## config.mk

```make
export PLATFORM = sky130hd
export DESIGN_NAME = port_rx
export DESIGN_NICKNAME = d
export VERILOG_FILES = /design/src/rtl/port_rx.sv
export SDC_FILE = /design/constraint.sdc
export NUM_CORES = 1
export LEC_CHECK = 0
export CORE_MARGIN = 2
export CORE_UTILIZATION = 46
export CTS_BUF_LIST = sky130_fd_sc_hd__clkbuf_8
export CTS_CLUSTER_SIZE = 10
export DETAILED_ROUTE_END_ITERATION = 7
export PLACE_DENSITY_LB_ADDON = 0.08
export SLEW_MARGIN = 15
export SYNTH_ARGS = -nofsm -noshare
export SYNTH_HDL_FRONTEND = slang
export SYNTH_SLANG_ARGS = --single-unit
```

## constraint.sdc

```tcl
create_clock -name clk -period 3.4 [get_ports clk]
set_input_delay 0.34 -clock clk [delete_from_list [all_inputs] [get_ports clk]]
set_output_delay 0.34 -clock clk [all_outputs]
set_load 0.01 [all_outputs]
```

## src/rtl/port_rx.sv

```systemverilog
// Switch output-port receiver: pulls bytes through a 2-entry skid buffer and frames DA/LEN/payload/PAR packets.
// Optional `define PORT_RX_STATS_EN adds saturating pkt_cnt/err_cnt outputs.
module port_rx #(
    parameter int MAX_LEN = 64
) (
    input  logic       clk,
    input  logic       reset,
    input  logic       ready_i,
    output logic       read_o,
    input  logic [7:0] port_i,
    input  logic [7:0] port_addr,
    output logic [7:0] out_data,
    output logic       out_valid,
    input  logic       out_ready,
    output logic       out_sop,
    output logic       out_eop,
    output logic       out_err
`ifdef PORT_RX_STATS_EN
    ,
    output logic [15:0] pkt_cnt,
    output logic [15:0] err_cnt
`endif
);

    typedef enum logic [1:0] {S_DA, S_LEN, S_DATA, S_PAR} state_t;

    localparam logic [7:0] MAX_B = 8'(MAX_LEN);

    logic [7:0] skid0, skid1;
    logic [1:0] occ;
    logic       rd_q;
    state_t     state;
    logic [7:0] xor_r;
    logic [7:0] cnt;
    logic       err;
    logic       pop;
    logic [2:0] pending;

    assign out_valid = reset & (occ != 2'd0);
    assign pop       = out_valid & out_ready;
    // Occupancy after this cycle's pop plus the read still in flight; keeps 1 byte/cycle with out_ready high.
    assign pending   = {1'b0, occ} - {2'b00, pop} + {2'b00, rd_q};
    assign read_o    = reset & ready_i & (pending < 3'd2);
    assign out_data  = out_valid ? skid0 : 8'h00;
    assign out_sop   = out_valid & (state == S_DA);
    assign out_eop   = out_valid & (state == S_PAR);
    assign out_err   = out_eop & (err | (skid0 != xor_r));

    always_ff @(posedge clk or negedge reset) begin
        if (!reset) begin
            skid0 <= 8'h00;
            skid1 <= 8'h00;
            occ   <= 2'd0;
            rd_q  <= 1'b0;
        end else begin
            rd_q <= read_o;
            case ({rd_q, pop})
                2'b10: begin
                    if (occ == 2'd0) skid0 <= port_i;
                    else             skid1 <= port_i;
                    occ <= occ + 2'd1;
                end
                2'b01: begin
                    skid0 <= skid1;
                    occ   <= occ - 2'd1;
                end
                2'b11: begin
                    if (occ == 2'd1) begin
                        skid0 <= port_i;
                    end else begin
                        skid0 <= skid1;
                        skid1 <= port_i;
                    end
                end
                default: ;
            endcase
        end
    end

    always_ff @(posedge clk or negedge reset) begin
        if (!reset) begin
            state <= S_DA;
            xor_r <= 8'h00;
            cnt   <= 8'h00;
            err   <= 1'b0;
        end else if (pop) begin
            case (state)
                S_DA: begin
                    xor_r <= skid0;
                    err   <= (skid0 != port_addr);
                    state <= S_LEN;
                end
                S_LEN: begin
                    xor_r <= xor_r ^ skid0;
                    cnt   <= skid0;
                    if (skid0 == 8'h00 || skid0 > MAX_B) err <= 1'b1;
                    state <= (skid0 != 8'h00) ? S_DATA : S_PAR;
                end
                S_DATA: begin
                    xor_r <= xor_r ^ skid0;
                    cnt   <= cnt - 8'd1;
                    if (cnt == 8'd1) state <= S_PAR;
                end
                default: begin
                    err   <= 1'b0;
                    state <= S_DA;
                end
            endcase
        end
    end

`ifdef PORT_RX_STATS_EN
    always_ff @(posedge clk or negedge reset) begin
        if (!reset) begin
            pkt_cnt <= 16'h0000;
            err_cnt <= 16'h0000;
        end else if (pop && out_eop) begin
            if (pkt_cnt != 16'hFFFF)            pkt_cnt <= pkt_cnt + 16'd1;
            if (out_err && err_cnt != 16'hFFFF) err_cnt <= err_cnt + 16'd1;
        end
    end
`endif

endmodule

```

## After elaboration in Yosys (flattened, before gate mapping)

Cells that the tools add are included.

- Logic and storage cells: 73
- Flip-flop bits (word level): 38
- Output and inout bits: 13
- Input bits: 20

- Equality and inequality tests: 15
- Multiplexer cells: 15
- Reduce and logical (&&, ||, !) cells: 18
- Add/subtract/negate cells: 5
- Bitwise logic cells: 10
- Order comparisons: 2

Operators by type and width:

| operator | count |
|---|---|
| $pmux W8 S2 | 3 |
| $mux W8 | 5 |
| $pmux W8 S3 | 1 |
| $ne A8 B8 Y1 | 2 |
| $ne A2 B2 Y1 const B | 5 |
| $reduce_bool A2 Y1 | 5 |
| $eq A2 B2 Y1 const B | 4 |
| $eq A8 B1 Y1 const B | 1 |
| $gt A8 B7 Y1 const B | 1 |
| $logic_not A8 Y1 | 1 |
| $reduce_and A2 Y1 | 4 |
| $reduce_bool A8 Y1 | 1 |
| $sub A8 B1 Y8 const B | 1 |
| $xor A8 B8 Y8 | 1 |
| $and A1 B1 Y1 | 7 |
| $eq A2 B1 Y1 const B | 3 |
| $pmux W2 S3 | 1 |
| $reduce_and A3 Y1 | 2 |
| $logic_not A2 Y1 | 2 |
| $pmux W2 S2 | 1 |
| $add A3 B1 Y3 | 1 |
| $lt A3 B2 Y1 const B | 1 |
| $pmux W1 S3 | 1 |
| $reduce_bool A3 Y1 | 1 |
| other kinds (9) | 10 |

## Logic depth before layout (Yosys ltp)

Gate-level depths: netlist of the first run.

- Depth after elaboration: 7
- Depth in mapped cells: 9
- Depth with buffers taken out: 9

## Least setup slack after synthesis of the first run

Ideal clock, no wire load.

- Path kind: reg2out
- Start point: reg occ[1]
- End point: out read_o
- Path slack: 940 ps
- Buffers on the path: 0
- Cell stages (with the launch flop): 9
- Required time: 3060 ps
- Arrival time: 2120 ps
- Cells stage by stage: dfrtp_1 inv_1 ha_1 nand3b_1 ha_1 nand2_1 fa_1 xor2_1 nor2_1

- Word-level cells in the longest chain between the ends: 7

Ends and longest elaborated chain:

| item | line | text |
|---|---|---|
| start: declaration | 30 | `logic [1:0] occ;` |
| start signal: assignment | 61 | `occ <= occ + 2'd1;` |
| start signal: assignment | 65 | `occ <= occ - 2'd1;` |
| $reduce_bool A2 Y1 | 39 | `assign out_valid = reset & (occ != 2'd0);` |
| $and A1 B1 Y1 | 39 |  |
| $and A1 B1 Y1 | 40 | `assign pop = out_valid & out_ready;` |
| $sub A2 B1 Y3 * | 42 | `assign pending = {1'b0, occ} - {2'b00, pop} + {2'b00, rd_q};` |
| $add A3 B1 Y3 * | 42 |  |
| $lt A3 B2 Y1 * | 43 | `assign read_o = reset & ready_i & (pending < 3'd2);` |
| $and A1 B1 Y1 * | 43 |  |
| end: declaration | 9 | `output logic read_o,` |

Mark *: on every way between the ends. The rest lies on a longest branch, timed or not.

## Worst setup path after layout of the first run

Same ends and word-level chain as after synthesis.

==> results of run 1 <==
## kinds of logic (layout without fill, tap and decap cells)
family,count (synthesis),count (layout)
AOI/OAI and AO/OA,72,72
xor gates and xnor gates,19,19
adders and majority gates,13,13
buffers and inverters,27,59
DFF,38,38
muxes,11,11
and+or+nand+nor,68,68
## repair_timing
action,CTS,global route
setup buffers,2,0
setup endpoints to repair,1,1
pin swaps,0,0
gates resized for setup,0,5
## layout by cell type, fill, tap and decap left out, types with 3 or more instances in the layout
master,instances
a21o_1,3
a21oi_1,32
a22oi_1,8
and2_1,10
buf_4,9
clkbuf_8,5
clkdlybuf4s50_1,30
dfrtp_1,37
ha_1,10
inv_1,10
mux2_2,8
nand2_1,9
nand3_1,13
nand4_1,6
nor2_1,16
nor3_1,3
o21ai_0,13
o22ai_1,6
xnor2_1,12
xor2_1,7
## metal layers
| metal | part of all wire (%) | vias up | GRT usage (%) | routed length [µm] |
|---|---|---|---|---|
| li1 | - | 938 | - | - |
| met1 | 50 | 901 | 29.6 | 2590 |
| met2 | 45 | 54 | 31.5 | 2290 |
| met3 | 4.2 | 5 | 4.15 | 218 |
| met4 | 0.86 | 0 | 4.17 | 44 |
| met5 | 0 | - | 0 | 0 |
## power by group through the flow
stage	combinational, mW	sequential (mW)	clock, mW
global route	1.46	0.997	0.496
global placement	1.25	0.958	0
finish	1.29	0.958	0.459
detailed placement	1.26	0.965	0
CTS	1.28	0.955	0.471
floorplan	1.01	0.820	0
## critical path: stages (launching register included)
cell	delay, ns
dfrtp_2	0.44
inv_1	0.09
ha_2	0.21
nand3b_1	0.19
buf_4	0.14
inv_1	0.06
ha_1	0.25
fa_1	0.52
nand3_1	0.08
nor2_2	0.14
dlymetal6s2s_1	0.17
## final cells by class
| type | instances | share of cell area, % |
|---|---|---|
| clock inverter | 3 | 2.40 |
| tap | 67 | 2.93 |
| timing repair buffer | 41 | 13.5 |
| clock buffer | 5 | 2.40 |
| sequential | 38 | 33.3 |
| multi-input combinational | 183 | 44.2 |
| inverter | 10 | 1.31 |
## worst max-delay path by stage
stage	start	endpoint	slack (ns)	depth (start not counted)
final	occ[1]	read_o	0.48	10
after CTS	occ[1]	read_o	0.04	9
after floorplan	occ[1]	read_o	0.94	8
after detailed placement	occ[1]	read_o	0.18	9
after global placement	out_ready	read_o	0.26	8
after global routing	occ[1]	read_o	0.26	10
## state kept, by name, indices dropped and copies added (netlist names)
signal	count
cnt	8
err	1
occ	2
rd_q	1
skid0	8
skid1	8
state	2
xor_r	8
==> out/metrics.yaml, run 1 <==
cts:
  cts_made_buffers: 5
  cts.sinks: 38
  cts_root_buffer: "clkbuf_8"
  clkLatencyLatePin_ns: 0.29
  htreeDepth: 2
  cts_tree: "yes"
  clkTransAtPathRegs_ns: 0.08
  cts_buffer_depth: 2
  hold_buffers: 0
critical_path:
  rr_endpoint: "skid0[7]"
  end_kind: "output port"
  crit_arrival_ns: 2.58
  r2r_start: "occ[1]"
  regToRegSetupSlack_ns: 0.99
  r2r_cells: 9
  worstSetupPathType: "register to output port"
  start_kind: "register"
  cp_max_fo: 5
  cp_data_required_time_ns: 3.06
routing:
  post_drt_wl_per_cell_um: 14.8
  drt_iter0_markers: 151
  finalWirelength_um: 5150
  vias_per_cell: 5.47
  drt_first_pass_iters: 4
  num_vias: 1898
  final_antenna_net_count: 0
  post-route-drc-count: 0
logic_synthesis:
  synth-xor-area-share_pct: 7.22
  yosysTopAreaCell: "dfrtp_1"
  synth_compound_area_share_pct: 18.9
  synth_commonest_cells: "dfrtp_1 (38), a21oi_1 (32), nor2_1 (17)"
  synthArstFlopShare_pct: 100
  seq_area_frac_synth_pct: 41.3
  yosysMostFrequentCell: "dfrtp_1"
  yosysTopAreaCellShare_pct: 41.3
  synth_edf_count: 0
  synth_fa_ha_area_share_pct: 7.38
  synth_fp_nets: 281
  synthFlopType: "dfrtp_1"
  synth.ff_latch_count: 38
  synth.area.mux_share_pct: 5.32
  synth_top_family_by_area: "compound AO/OA/AOI/OAI gates"
  syn_area_um2: 2300
  synth.avg_cell_area_um2: 9.29
  yosysWarnings: 0
  netlist_instances: 248
  synth.distinct_cells: 38
  synth-simple-area-share_pct: 15.3
  synthTopCellsByArea: "dfrtp_1 (41%), a21oi_1 (6.9%), ha_1 (6.5%), xnor2_1 (4.6%), mux2_2 (3.9%)"
timing:
  setup_tns_ns: 0
  maxSlewHeadroom_pct: 56.7
  fin_ws_ns: 0.477
  setup_viol_count_final: 0
  finalCritPeriodShare_pct: 86.0
  hold_viol: 0
  finalMaxSlewViolations: 0
  min_period_ns: 2.92
  whs_ns: 0.147
  max_freq_ghz: 0.342
  worstMarginPinSlew_ns: 0.645
  finClkSkew_ns: 0.00908
  rsz0062_at_grt: "false"
final_layout:
  multi_input_area_um2: 1270
  n_fill_cell: 427
  fin_util_pct: 59.8
  drive_above_1_share_pct: 11.4
  layoutNonFillerInstCount: 347
  diodes: 0
  area.growth.synth_to_final_pct: 24.2
  num-nets-final: 312
  seqCellArea_um2: 952
  design_area_um2: 2860
power:
  power.share.switching_pct: 40.7
  power_mw: 2.71
  pwr-share-comb_pct: 47.7
  p_seq_share_pct: 35.4
  ir_drop_v: 0.000488
  internal-power_mw: 1.61
  power_density_nw_per_um2: 946
  leakage_nw: 1.20
  power_frac_clock_pct: 17.0
  p_sw_mw: 1.10
placed_design:
  dp.cells: 337
  placed_area_um2: 2690
  dpl.hpwl_um: 3510
  routabilityCongestion: 0.797
  place_ws_ns: 0.177
  portBuffers: 32
global_route:
  grt_pass1_vias: 1673
  grt_pass1_wl_um: 8510
  grt_usage_pct: 20.3
  grt_max_degree: 42
  grt_overflow: 0
  antenna_found_initial: 0
floorplanning:
  dieHeight_um: 74.8
  die_x_um: 74.8
  ios: 33
  core_um2: 4790
  die_area_um2: 5590
  initial_core_util_pct: 48.2
  num_rows: 25
run:
  drv_cap: 0
outcome:
  outcome: "finished clean"
worst_hold_path:
  hold_class: "primary input to asynchronous set/reset pin"
No activity file was read; power rests on OpenSTA's default activity.
==> inputs of run 2 (changes only) <==
--- a/config.mk
+++ b/config.mk
@@ -10,7 +10,8 @@
 export CTS_BUF_LIST = sky130_fd_sc_hd__clkbuf_8
 export CTS_CLUSTER_SIZE = 10
 export DETAILED_ROUTE_END_ITERATION = 7
-export PLACE_DENSITY_LB_ADDON = 0.08
+export PLACE_DENSITY = 0.7
+export SETUP_SLACK_MARGIN = 0.02
 export SLEW_MARGIN = 15
 export SYNTH_ARGS = -nofsm -noshare
 export SYNTH_HDL_FRONTEND = slang
==> run 2 against run 1 <==
Compared with the run above: non-clock buffer count is 3 lower; core utilization is 0.60 points lower; register-to-register slack worse by 0.06 ns; global-route usage is 0.28 points lower; final cell count is 0.86% lower; sequential share of layout area is 0.29 points higher; cell area is 1.0% lower; setup slack better by 0.0018 ns; largest power group unchanged; highest routed layer unchanged.
==> out/metrics.yaml, run 2 (same netlist as run 1, synthesis figures left out) <==
run:
  drv_cap: 0  # unchanged
placed_design:
  placed_area_um2: 2670  # -0.84%
  dpl.hpwl_um: 3540  # +0.74%
  routabilityCongestion: 0.805  # +1.0%
  dp.cells: 334  # -0.89%
  place_ws_ns: 0.246  # +0.0686 ns
  portBuffers: 32  # unchanged
global_route:
  antenna_found_initial: 0  # unchanged
  grt_max_degree: 42  # unchanged
  grt_pass1_vias: 1667  # -0.36%
  grt_usage_pct: 20.0  # -0.28 points
  grt_pass1_wl_um: 8260  # -3.0%
  grt_overflow: 0  # unchanged
routing:
  drt_first_pass_iters: 4  # unchanged
  post-route-drc-count: 0  # unchanged
  num_vias: 1852  # -2.4%
  final_antenna_net_count: 0  # unchanged
  finalWirelength_um: 5110  # -0.74%
  drt_iter0_markers: 114  # -25%
  vias_per_cell: 5.38  # -1.6%
  post_drt_wl_per_cell_um: 14.8  # +0.13%
timing:
  max_freq_ghz: 0.342  # about the same
  finalCritPeriodShare_pct: 85.9  # about the same
  rsz0062_at_grt: "false"
  fin_ws_ns: 0.478  # +0.00181 ns
  worstMarginPinSlew_ns: 0.585  # -0.0605 ns
  min_period_ns: 2.92  # -0.00181 ns
  setup_viol_count_final: 0  # unchanged
  finClkSkew_ns: 0.00780  # -0.00128 ns
  setup_tns_ns: 0  # unchanged
  hold_viol: 0  # unchanged
  maxSlewHeadroom_pct: 60.7  # +4.1 points
  finalMaxSlewViolations: 0  # unchanged
  whs_ns: 0.132  # -0.0154 ns
power:
  power_density_nw_per_um2: 943  # -0.32%
  leakage_nw: 1.19  # -0.97%
  power_frac_clock_pct: 17.6  # +0.6 points
  power.share.switching_pct: 41.0  # +0.31 points
  p_sw_mw: 1.09  # -0.56%
  pwr-share-comb_pct: 44.7  # -3.0 points
  ir_drop_v: 0.000395  # -19%
  power_mw: 2.67  # -1.3%
  p_seq_share_pct: 37.7  # +2.3 points
  internal-power_mw: 1.58  # -1.8%
final_layout:
  seqCellArea_um2: 951  # -0.13%
  diodes: 0  # unchanged
  fin_util_pct: 59.2  # -0.60 points
  design_area_um2: 2830  # -1.0%
  final_common_cell: "dfrtp_1"
  multi_input_area_um2: 1260  # -0.39%
  num-nets-final: 309  # -0.96%
  final_cell_mix: "dfrtp_1 (38), a21oi_1 (32), clkdlybuf4s50_1 (30)"
  area.growth.synth_to_final_pct: 23.0
  layoutNonFillerInstCount: 344  # -0.86%
  n_fill_cell: 432  # +1.2%
  drive_above_1_share_pct: 9.39  # -2.0 points
cts:
  cts_root_buffer: "clkbuf_8"
  clkTransAtPathRegs_ns: 0.08  # about the same
  cts.sinks: 38  # unchanged
  cts_buffer_depth: 2  # unchanged
  clkLatencyLatePin_ns: 0.30  # about the same
  cts_made_buffers: 5  # unchanged
  cts_tree: "yes"
  htreeDepth: 2  # unchanged
floorplanning:
  dieHeight_um: 74.8  # unchanged
  core_um2: 4790  # unchanged
  initial_core_util_pct: 48.2  # unchanged
  die_area_um2: 5590  # unchanged
  ios: 33  # unchanged
  num_rows: 25  # unchanged
  die_x_um: 74.8  # unchanged
critical_path:
  cp_data_required_time_ns: 3.06  # about the same
  start_kind: "register"
  cp_max_fo: 5  # unchanged
  worstSetupPathType: "register to output port"
  end_kind: "output port"
  crit_arrival_ns: 2.58  # about the same
worst_hold_path:
  hold_class: "primary input to asynchronous set/reset pin"
outcome:
  outcome: "finished clean"
## run 2: area by class of cell
class                   count  area share, %
clock buffers               5           2.43
clock inverters             3           2.43
inverters                  10           1.32
multi-input cells         183           44.5
flip-flops and latches     38           33.6
well taps                  67           2.96
repair buffers             38           12.8
## run 2: power groups by stage
stage | Sequential, mW | Combinational (mW) | Clock (mW)
after global routing | 1.05 | 1.35 | 0.496
after CTS | 1.01 | 1.19 | 0.478
final | 1.01 | 1.19 | 0.469
after floorplan | 0.820 | 1.01 | 0
after detailed placement | 1.02 | 1.18 | 0
after global placement | 1.00 | 1.16 | 0
## run 2: path summary, 6_finish.rpt
kind                            end  startpoint  cells after the start  slack (ns)
setup / recovery             read_o      occ[1]                      9        0.48
hold / removal               cnt[6]       reset                      2        0.13
setup reg to reg           skid1[7]      occ[1]                      9        0.93
hold reg to reg            skid1[1]    skid1[1]                      1        0.51
max in group asynchronous  state[0]       reset                      2        2.91
min in group clk           skid1[1]    skid1[1]                      1        0.51
## run 2: routing by layer
metal	track usage, %	share of wire (%)	vias up
li1	-	-	932
met3	3.21	4.1	6
met2	30.9	45	44
met4	8.33	1.5	0
met1	28.1	50	870
met5	0	0	-
## run 2: critical path: stages (launching register included)
cell and delay (ns):
dfrtp_1 0.43, inv_1 0.08, ha_1 0.23, nand3b_1 0.26
ha_4 0.34, nand2_1 0.06, fa_1 0.49, nand3_1 0.07
nor2_1 0.15, dlymetal6s2s_1 0.18
## run 2: repair_timing
item / in CTS / in global routing
hold buffers: 0 / 0
resized for setup: 0 / 2
endpoints found under the setup margin: 1 / 1
buffers inserted: 1 / 1
==> inputs of run 3 (changes only) <==
--- a/config.mk
+++ b/config.mk
@@ -5,12 +5,14 @@
 export SDC_FILE = /design/constraint.sdc
 export NUM_CORES = 1
 export LEC_CHECK = 0
+export ABC_CLOCK_PERIOD_IN_PS = 3400
 export CORE_MARGIN = 2
 export CORE_UTILIZATION = 46
 export CTS_BUF_LIST = sky130_fd_sc_hd__clkbuf_8
 export CTS_CLUSTER_SIZE = 10
 export DETAILED_ROUTE_END_ITERATION = 7
-export PLACE_DENSITY = 0.7
+export DONT_BUFFER_PORTS = 1
+export PLACE_DENSITY = 0.62
 export SETUP_SLACK_MARGIN = 0.02
 export SLEW_MARGIN = 15
 export SYNTH_ARGS = -nofsm -noshare
==> run 3 against run 2 <==
Compared with the run above: cell area fell by 12%; first-iteration DRC count fell by 37%; critical endpoint unchanged; highest routed layer unchanged; global-route usage is 0.69 points lower; power fell by 5.7%.
==> out/metrics.yaml, run 3 (same netlist as run 1, synthesis figures left out) <==
outcome:
  outcome: "finished clean"
routing:
  drt_iter0_markers: 72  # -37%
  post_drt_wl_per_cell_um: 15.8  # +6.2%
  vias_per_cell: 5.55  # +3.1%
  finalWirelength_um: 4890  # -4.3%
  drt_first_pass_iters: 4  # unchanged
  final_antenna_net_count: 0  # unchanged
  post-route-drc-count: 0  # unchanged
  num_vias: 1721  # -7.1%
cts:
  post_cts_buffers: 0  # -1
  cts.sinks: 38  # unchanged
  htreeDepth: 2  # unchanged
  cts_buffer_depth: 2  # unchanged
  cts_tree: "yes"
  cts_root_buffer: "clkbuf_8"
  cts_made_buffers: 5  # unchanged
  clkLatencyLatePin_ns: 0.29  # about the same
  clkTransAtPathRegs_ns: 0.08  # about the same
critical_path:
  crit_arrival_ns: 2.66  # +0.08 ns
  end_kind: "output port"
  cp_max_fo: 7  # +2
  worstSetupPathType: "register to output port"
  start_kind: "register"
  cp_data_required_time_ns: 3.06  # about the same
power:
  power_frac_clock_pct: 18.4  # +0.8 points
  power.share.switching_pct: 41.8  # +0.82 points
  power_density_nw_per_um2: 1010  # +6.8%
  ir_drop_v: 0.000453  # +15%
  power_mw: 2.52  # -5.7%
  pwr-share-comb_pct: 41.9  # -2.8 points
  p_sw_mw: 1.05  # -3.8%
  internal-power_mw: 1.47  # -7.0%
  p_seq_share_pct: 39.7  # +2.0 points
  leakage_nw: 1.04  # -12%
worst_hold_path:
  hold_class: "primary input to register"
floorplanning:
  ios: 33  # unchanged
  die_area_um2: 5590  # unchanged
  dieHeight_um: 74.8  # unchanged
  die_x_um: 74.8  # unchanged
  core_um2: 4790  # unchanged
  num_rows: 25  # unchanged
  initial_core_util_pct: 48.2  # unchanged
timing:
  min_period_ns: 3.00  # +0.0802 ns
  rsz0062_at_grt: "false"
  max_freq_ghz: 0.333  # -2.7%
  worstMarginPinSlew_ns: 0.702  # +0.117 ns
  setup_tns_ns: 0  # unchanged
  setup_viol_count_final: 0  # unchanged
  finalMaxSlewViolations: 0  # unchanged
  finalCritPeriodShare_pct: 88.3  # +2.4 points
  whs_ns: 0.192  # +0.0603 ns
  maxSlewHeadroom_pct: 53.1  # -7.6 points
  finClkSkew_ns: 0.00418  # -0.00362 ns
  hold_viol: 0  # unchanged
run:
  drv_cap: 0  # unchanged
global_route:
  grt_pass1_vias: 1678  # +0.66%
  grt_usage_pct: 19.3  # -0.69 points
  antenna_found_initial: 0  # unchanged
  grt_pass1_wl_um: 8000  # -3.2%
  grt_overflow: 0  # unchanged
  grt_max_degree: 39  # -7.1%
final_layout:
  final_common_cell: "dfrtp_1"
  layoutNonFillerInstCount: 310  # -9.9%
  area.growth.synth_to_final_pct: 8.63
  drive_above_1_share_pct: 8.64  # -0.74 points
  num-nets-final: 275  # -11%
  n_fill_cell: 444  # +2.8%
  final_cell_mix: "dfrtp_1 (38), a21oi_1 (32), nor2_1 (17)"
  diodes: 0  # unchanged
placed_design:
  dpl.hpwl_um: 3420  # -3.3%
  dp.cells: 300  # -10%
  portBuffers: 0  # -100%
  routabilityCongestion: 0.801  # -0.57%
run 3: final timing paths:
| kind | start | end | slack [ns] | cells after the start |
|---|---|---|---|---|
| min | port_i[1] | skid1[1] | 0.19 | 1 |
| min in group asynchronous | reset | rd_q | 0.51 | 2 |
| max | occ[1] | read_o | 0.40 | 8 |
| min reg2reg | skid1[5] | skid1[5] | 0.51 | 1 |
| max reg2reg | occ[1] | rd_q | 0.93 | 8 |
| max in group asynchronous | reset | skid1[7] | 2.69 | 2 |
run 3: final cells by class:
type                    count  area, µm²  area share (%)
multi-input cells         183       1250            49.9
flip-flops and latches     38        951            38.0
well taps                  67       83.8            3.35
clock buffers               5       68.8            2.75
clock inverters             3       68.8            2.75
repair buffers              4       45.0            1.80
inverters                  10       37.5            1.50
run 3: timing repair:
item | CTS | global route
hold buffers | 2 | 0
gates resized for setup | 0 | 0
hold endpoints to repair | 38 | 0
run 3: worst max-delay path, stage by stage, from the launching register on:
cell,delay (ns)
dfrtp_1,0.43
inv_1,0.09
ha_1,0.24
nand3b_1,0.33
ha_1,0.44
nand2_1,0.08
fa_1,0.48
nand3_1,0.07
nor2_1,0.22
run 3: metal layers:
metal | up-vias | share of wire [%] | track usage, %
met4 | 0 | 0.84 | 4.76
met5 | - | 0 | 0
met3 | 4 | 7.4 | 7.36
met1 | 804 | 49 | 27.5
met2 | 46 | 43 | 27.8
li1 | 867 | - | -
run 3: per-stage QoR:
stage	setup slack, ns	utilization, %	area (µm²)
finish	0.398	52.3	2500
global route	0.224	52.3	2500
CTS	0.373	52.3	2500
detailed placement	0.721	48.8	2340
global placement	0.792	48.8	2340
floorplan	0.940	-	2300
run 3: power by group through the flow:
stage          Sequential [mW]  Clock (mW)  Combinational, mW
2_1_floorplan            0.820           0               1.01
3_3_place_gp              1.00           0               1.03
3_5_place_dp              1.01           0               1.05
4_1_cts                  0.998       0.479               1.07
5_1_grt                   1.05       0.494               1.21
6_report                  1.00       0.463               1.06
